## src/rtl/memory_copier.sv

```systemverilog
// Word-by-word copy engine driving one memory's read/write handshake; watchdog on rdy.
// Optional running checksum of the words read: define MEMORY_COPIER_CHECKSUM_EN.
module memory_copier #(
  parameter int WORD_SIZE    = 8,
  parameter int ADDRESS_SIZE = 4,
  parameter int TIMEOUT_SIZE = 8,
  parameter int TIMEOUT      = 255
) (
  input  logic                    clock,
  input  logic                    reset,
  input  logic                    start,
  input  logic [ADDRESS_SIZE-1:0] src_addr,
  input  logic [ADDRESS_SIZE-1:0] dst_addr,
  input  logic [ADDRESS_SIZE:0]   length,
  output logic                    busy,
  output logic                    done,
  output logic                    error,
  output logic [ADDRESS_SIZE:0]   count,
  output logic                    r_en,
  output logic [ADDRESS_SIZE-1:0] r_addr,
  input  logic [WORD_SIZE-1:0]    r_data,
  input  logic                    r_rdy,
  output logic                    w_en,
  output logic [ADDRESS_SIZE-1:0] w_addr,
  output logic [WORD_SIZE-1:0]    w_data,
  input  logic                    w_rdy,
`ifdef MEMORY_COPIER_CHECKSUM_EN
  output logic [WORD_SIZE-1:0]    checksum,
`endif
  output logic [1:0]              fsm_state
);

  typedef enum logic [1:0] {IDLE, READ, WRITE, DONE} state_t;

  localparam logic [TIMEOUT_SIZE-1:0] TIMEOUT_V = TIMEOUT_SIZE'(TIMEOUT);

  state_t                  state, state_nx;
  logic [ADDRESS_SIZE-1:0] src, src_nx, dst, dst_nx;
  logic [ADDRESS_SIZE:0]   len, len_nx, count_nx, count_inc;
  logic [TIMEOUT_SIZE-1:0] wd, wd_nx, wd_inc;
  logic                    busy_nx, done_nx, error_nx, r_en_nx, w_en_nx;
  logic [ADDRESS_SIZE-1:0] r_addr_nx, w_addr_nx;
  logic [WORD_SIZE-1:0]    w_data_nx, csum, csum_nx;

  assign count_inc = count + 1'b1;
  assign wd_inc    = wd + 1'b1;
  assign fsm_state = state;
`ifdef MEMORY_COPIER_CHECKSUM_EN
  assign checksum  = csum;
`endif

  always_ff @(posedge clock or posedge reset) begin
    if (reset) begin
      state  <= IDLE;
      src    <= '0;
      dst    <= '0;
      len    <= '0;
      count  <= '0;
      wd     <= '0;
      busy   <= 1'b0;
      done   <= 1'b0;
      error  <= 1'b0;
      r_en   <= 1'b0;
      r_addr <= '0;
      w_en   <= 1'b0;
      w_addr <= '0;
      w_data <= '0;
      csum   <= '0;
    end else begin
      state  <= state_nx;
      src    <= src_nx;
      dst    <= dst_nx;
      len    <= len_nx;
      count  <= count_nx;
      wd     <= wd_nx;
      busy   <= busy_nx;
      done   <= done_nx;
      error  <= error_nx;
      r_en   <= r_en_nx;
      r_addr <= r_addr_nx;
      w_en   <= w_en_nx;
      w_addr <= w_addr_nx;
      w_data <= w_data_nx;
      csum   <= csum_nx;
    end
  end

  always_comb begin
    state_nx  = state;
    src_nx    = src;
    dst_nx    = dst;
    len_nx    = len;
    count_nx  = count;
    wd_nx     = wd;
    done_nx   = 1'b0;
    error_nx  = error;
    r_en_nx   = r_en;
    r_addr_nx = r_addr;
    w_en_nx   = w_en;
    w_addr_nx = w_addr;
    w_data_nx = w_data;
    csum_nx   = csum;
    case (state)
      IDLE: begin
        if (start) begin
          src_nx   = src_addr;
          dst_nx   = dst_addr;
          len_nx   = length;
          count_nx = '0;
          error_nx = 1'b0;
          wd_nx    = '0;
          csum_nx  = '0;
          if (length == '0) begin
            state_nx = DONE;
          end else begin
            state_nx  = READ;
            r_en_nx   = 1'b1;
            r_addr_nx = src_addr;
          end
        end
      end
      READ: begin
        if (r_rdy) begin
          w_data_nx = r_data;
          csum_nx   = csum + r_data;
          r_en_nx   = 1'b0;
          w_en_nx   = 1'b1;
          w_addr_nx = dst + count[ADDRESS_SIZE-1:0];
          wd_nx     = '0;
          state_nx  = WRITE;
        end else if (wd_inc == TIMEOUT_V) begin
          error_nx = 1'b1;
          r_en_nx  = 1'b0;
          state_nx = DONE;
        end else begin
          wd_nx = wd_inc;
        end
      end
      WRITE: begin
        if (w_rdy) begin
          w_en_nx  = 1'b0;
          count_nx = count_inc;
          wd_nx    = '0;
          if (count_inc == len) begin
            state_nx = DONE;
          end else begin
            state_nx  = READ;
            r_en_nx   = 1'b1;
            r_addr_nx = src + count_inc[ADDRESS_SIZE-1:0];
          end
        end else if (wd_inc == TIMEOUT_V) begin
          error_nx = 1'b1;
          w_en_nx  = 1'b0;
          state_nx = DONE;
        end else begin
          wd_nx = wd_inc;
        end
      end
      DONE: begin
        done_nx  = 1'b1;
        state_nx = IDLE;
      end
      default: state_nx = IDLE;
    endcase
    // busy is registered, so it follows the state being entered
    busy_nx = (state_nx == READ) || (state_nx == WRITE);
  end

endmodule

```

## config.mk

```make
export PLATFORM = sky130hd
export DESIGN_NAME = memory_copier
export DESIGN_NICKNAME = d
export VERILOG_FILES = /design/src/rtl/memory_copier.sv
export SDC_FILE = /design/constraint.sdc
export NUM_CORES = 1
export LEC_CHECK = 0
export CAP_MARGIN = 10
export CORE_ASPECT_RATIO = 1.4
export CORE_MARGIN = 5
export CORE_UTILIZATION = 35
export DETAILED_ROUTE_END_ITERATION = 10
export PLACE_DENSITY_LB_ADDON = 0.25
export SYNTH_ARGS = -nofsm -noshare
export SYNTH_HDL_FRONTEND = slang
export SYNTH_SLANG_ARGS = --single-unit
```

## constraint.sdc

```tcl
create_clock -name clock -period 2.9 [get_ports clock]
set_input_delay 0.58 -clock clock [delete_from_list [all_inputs] [get_ports clock]]
set_output_delay 0.58 -clock clock [all_outputs]
set_load 0.03 [all_outputs]
```

=== Yosys cells after proc, flatten, opt, wreduce, memory -nomap -nowiden ===
Cells that the tools add are included.

* Input port bits: 26
* Word-level logic and storage cells: 84
* Output and inout port bits: 28
* Register bits: 49

* Muxes and demuxes: 36
* Add/subtract/negate cells: 4
* Equality and inequality tests: 16
* Reductions and logical operators: 14

{| class="wikitable"
|+ Operators with widths
! cell !! number
|-
| two-way mux 8 bit || 4
|-
| one-hot mux 8 bit (3 select lines) || 1
|-
| two-way mux 4 bit || 4
|-
| inequality test 2 bit, second input constant || 7
|-
| two-way mux 1 bit || 13
|-
| two-way mux 2 bit || 6
|-
| two-way mux 5 bit || 2
|-
| one-hot mux 5 bit (2 select lines) || 1
|-
| adder 4 bit || 2
|-
| adder 8 x 1 -> 8 bit, second input constant || 1
|-
| equality test 8 bit, second input constant || 1
|-
| one-hot mux 2 bit (4 select lines) || 1
|-
| one-hot mux 4 bit (2 select lines) || 1
|-
| equality test 2 bit, second input constant || 3
|-
| inequality test 3 bit, second input constant || 2
|-
| one-hot mux 1 bit (3 select lines) || 2
|-
| AND reduction 2 bit || 3
|-
| AND reduction 3 bit || 2
|-
| AND reduction 6 bit || 1
|-
| adder 5 x 1 -> 5 bit, second input constant || 1
|-
| equality test 5 bit || 1
|-
| logical NOT 5 bit || 1
|-
| AND reduction 5 bit || 1
|-
| equality test 2 x 1 -> 1 bit, second input constant || 2
|-
| other kinds (6) || 7
|}

=== Longest topological paths before layout ===
* Depth in word-level cells: 7
* Gate-level depth with buffers: 9
* Depth with buffers taken out: 8

=== Worst setup path before layout ===
OpenSTA, ideal clock, no wires.

* Path kind: flip-flop to flip-flop
* From: register state[0] (netlist: fsm_state[0])
* To: register r_addr[0]
* Library setup time: 125 ps
* Arrival time: 2247 ps
* Buffers on the path: 0
* Clock period less this slack: 2372 ps
* Setup slack: 528 ps
* Data required time: 2775 ps
* Cell stages (with the launch flop): 8
* Path through: dfrtp_1 > inv_1 > ha_1 > nand2b_1 > o21ai_0 > or2_1 > a221oi_2 > mux2_2

* Word-level cells in the longest chain between the ends: 3
* Elaborated cells on any way between the ends: 9
* Those cells by class: 5 x eq/ne; 1 x mux; 3 x reduce/logical

{| class="wikitable"
|+ Ends and longest elaborated chain
! item !! RTL line !! text
|-
| start, declared || 37 || <nowiki>state_t state, state_nx;</nowiki>
|-
| start signal, assigned || 70 || <nowiki>state <= state_nx;</nowiki>
|-
| equality test 2 bit or logical NOT 2 bit (tied branches) || 103 || <nowiki>case (state)</nowiki>
|-
| inequality test 2 bit (no line) or nonzero test 2 bit (tied branches) || - ||
|-
| AND reduction 5 bit (no line) || - ||
|-
| end signal, assigned || 80 || <nowiki>r_addr <= r_addr_nx;</nowiki>
|-
| end, declared || 20 || <nowiki>output logic [ADDRESS_SIZE-1:0] r_addr,</nowiki>
|}

Several ways; a longest one is shown, not always the timed one.
A chain may end at the register's enable or synchronous reset.

=== Worst setup path in the final report ===
* From: register state[0] (netlist: fsm_state[0])
* To: register busy

* Elaborated cells on any way between the ends: 12
* Those cells by class: 5 x eq/ne; 5 x mux; 2 x reduce/logical

{| class="wikitable"
|+ RTL lines
! item !! RTL line !! text
|-
| equality test 2 bit (tied with other cells) || 103 ||
|-
| one-hot mux 2 bit (4 select lines) (*) || 103 ||
|-
| net state_nx[1] || 37 ||
|-
| equality test 2 x 1 -> 1 bit or equality test 2 bit (tied branches) || 166 || <nowiki>busy_nx = (state_nx == READ) || (state_nx == WRITE);</nowiki>
|-
| logical OR 1 bit (*) || 166 ||
|-
| net busy_nx || 41 || <nowiki>logic busy_nx, done_nx, error_nx, r_en_nx, w_en_nx;</nowiki>
|-
| end signal, assigned || 76 || <nowiki>busy <= busy_nx;</nowiki>
|-
| end, declared || 15 || <nowiki>output logic busy,</nowiki>
|}

The timed path passes the listed nets; every way through them passes the cells marked *.

==> metrics.md <==
| Metric | Value |
|---|---|
| Top_reg_cell synth | dfrtp_1 |
| Final nets | about 350 |
| LEAKAGE | ~1.5 nW |
| Via count | approximately 2k |
| Tightest hold margin | approximately 500 ps |
| Maximum VDD drop | roughly 0.5 mV |
| Full die area | between 9000 and 10,000 sq um |
| Routability congestion estimate | just under 0.9 |
| CTS sink cnt | 49 |
| Post-synth ARST share | 100.0% |
| Grt met1 use | 13.89% |
| DP HPWL | ~4700 um |
| Syn Inst Count | ~250 |
| DP Worst Slack | about 270 ps |
| Synthesis-stage register bit count | between 40 and 50 |
| Synth top area share | a little under half |
| Global-route wire length before repair | between 10,000 and 15,000 um |
| Critical path type | flip-flop to flip-flop |
| PwrDens | 1016 nW/um^2 |
| Drt first pass iters | 4 |
| Final hold vios | 0 |
| RSZ-0062 raised after global routing | no |
| Vias in the first global route | between 2k and 2.5k |
| Max_slew headroom | 58.98% |
| H-tree levels | 2 |
| Initial core utilization | between 30% and 40% |
| IO Pins | 54 |
| DR vias/cell | 4.970 |
| Die Y | roughly 110 um |
| CTS hold repair buffers | 0 |
| Rows | 38 |
| Synth-to-Final Area Change | 28.36% |
| Final ANT Viol Nets | 0 |
| Bufs on Longest Clock Path | 2 |
| CORE AREA | approximately 7700 sq um |
| Cell taking the most area after synthesis | dfrtp_1 |
| Met2 GRT Util | ~25% |
| Crit share post-route | 81.38% |
| Status | finished clean |
| Largest net degree at the start of global routing | 23 |
| Die Span X | between 80 and 90 um |
| Total Wirelength | roughly 6000 um |
| Syn Area/Cell | 11.01 sq um |
| Worst-path clk slew | ~90 ps |
| Crit start category | flip-flop |
| Global route total overflow | 0 |
| Most common cell after layout, fill and taps aside | clkdlybuf4s50_1 |
| Worst Skew | roughly 4.5 ps |
| CP startpoint | fsm_state[0]$_DFF_PP0_ |
| Count of pins over their slew limit | 0 |
| Sequential element share of the synthesized area | 45.27% |
| Setup violators final | 0 |
| Share of layout cells above drive strength 1 | 17.05% |
| CP Max Fanout | 8 |
| FF-to-FF Start | fsm_state[0]$_DFF_PP0_ |
| Setup TNS | 0 ps |
| Tot GR Track Use | a little over an eighth |
| Min cycle time layout | about 2400 ps |
| Commonest cells after routing, fill and taps aside | 53 x clkdlybuf4s50_1, 49 x dfrtp_1, 29 x mux2_2 |
| # resized after CTS | 0 |
| CP Data Arrival Time | between 2000 and 3000 ps |
| Root buffer cell | clkbuf_8 |
| Setup slack after layout | roughly 540 ps |
| Worst skew pair latency | 310 ps |
| EDFF count, synth | 0 |
| Final instance area | 3477 sq um |
| Critical Path RT | about 3100 ps |
| I/O Buffers | 53 |
| CP endpoint kind | flip-flop |
| WL per Instance | 14.85 um |
| DRT iter0 DRCs | 72 |
| Area post-placement | roughly 3400 sq um |
| Netlist cell types | 44 |
| Worst slew pin tran | 613.8 ps |
| CTS tree | built |
| Number of CTS-inserted buffers | 5 |
| Fmax | 0.4237 GHz |
| Max-cap violations | 0 |
| Min-Delay Startpoint | w_addr[1]$_DFFE_PP0P_ |
| Initial antenna violation count | 0 |
| Synth area leaders | dfrtp_1 45%, mux2_2 12%, ha_1 6.9% |
| Hold WC Path Type | flip-flop to flip-flop |
| Synth warn | 0 |
| Most used routing layer | met2 |
| Post-synthesis net count | 289 |
| Mapped Area | 2709 sq um |
| DRC viols | 0 |
| Antenna diode count | 0 |
| Met3 Track Usage GR | under 10% |
| Post-CTS setup buffers | 0 |
-- state kept, by name (all words and copies together), names as in the netlist --
name,count
r_en,1
done,1
w_en,1
fsm_state,2
count,5
len,5
src,4
error,1
dst,4
busy,1
wd,8
w_addr,4
r_addr,4
w_data,8
-- final timing paths --
check,end,slack [ps],cells after the start
setup / recovery,busy$_DFF_PP0_,540,7
hold / removal,w_addr[1]$_DFFE_PP0P_,490,2
setup reg to reg,busy$_DFF_PP0_,540,7
hold reg to reg,w_addr[1]$_DFFE_PP0P_,490,2
max in group asynchronous,len[3]$_DFFE_PP0P_,1730,3
min in group asynchronous,w_addr[3]$_DFFE_PP0P_,600,2
-- layout make-up --
type,instances,area [sq um]
flip-flops and latches,49,1226
fillers,738,4178
clock inverters,2,17.52
well taps,100,125.1
clock buffers,6,82.58
multi-input cells,177,1405
inverters,12,45.04
repair buffers,59,575.6
-- cells in the mapped netlist (4+ instances only) --
cell type  count
dfrtp_1       49
mux2_2        29
o21ai_0       23
nand2_1       18
ha_1          15
inv_1         11
nor2_1        11
nand3_1        9
xnor2_1        9
xor2_1         7
a21oi_1        6
nand2b_1       6
clkbuf_1       5
nor2b_1        5
o31ai_1        4
-- cells by family after synthesis --
group                    synth area share (%)
AO/OA/AOI/OAI                           13.81
XOR/XNOR                                5.173
adder cells (fa/ha/maj)                 8.407
buffers and inverters                   2.864
flip-flops                              45.27
multiplexers                            13.16
AND/OR/NAND/NOR                         11.32
-- power by group --
part | switching [mW] | leakage, nW | internal [mW]
sequential | 0.178 | 0.608 | 0.951
combinational | 1.05 | 0.811 | 0.923
clock | 0.236 | 0.0518 | 0.198
total | 1.46 | 1.47 | 2.07
-- through the flow --
stage          std cells  power, mW  util [%]
2_1_floorplan        246      2.478         -
3_3_place_gp         397      3.096     44.12
3_5_place_dp         397      3.136     44.12
4_1_cts              405      3.591     45.42
5_1_grt              405      3.808     45.42
6_report             405      3.534     45.42
-- per-layer routing --
metal | part of all wire (%) | routed length [um] | up-vias
li1 | - | - | 982
met1 | 39 | 2341 | 976
met2 | 55 | 3293 | 46
met3 | 4.4 | 262 | 9
met4 | 1.9 | 115 | 0
met5 | 0 | 0 | -
-- worst max-delay path, cell delays in order, from the launching register on --
cell	delay, ps
dfrtp_1	480
inv_1	160
ha_1	330
nand2_1	170
nor2_1	120
or4b_2	600
a32oi_2	260
xor2_1	170
No activity file was read; power rests on OpenSTA's default activity.
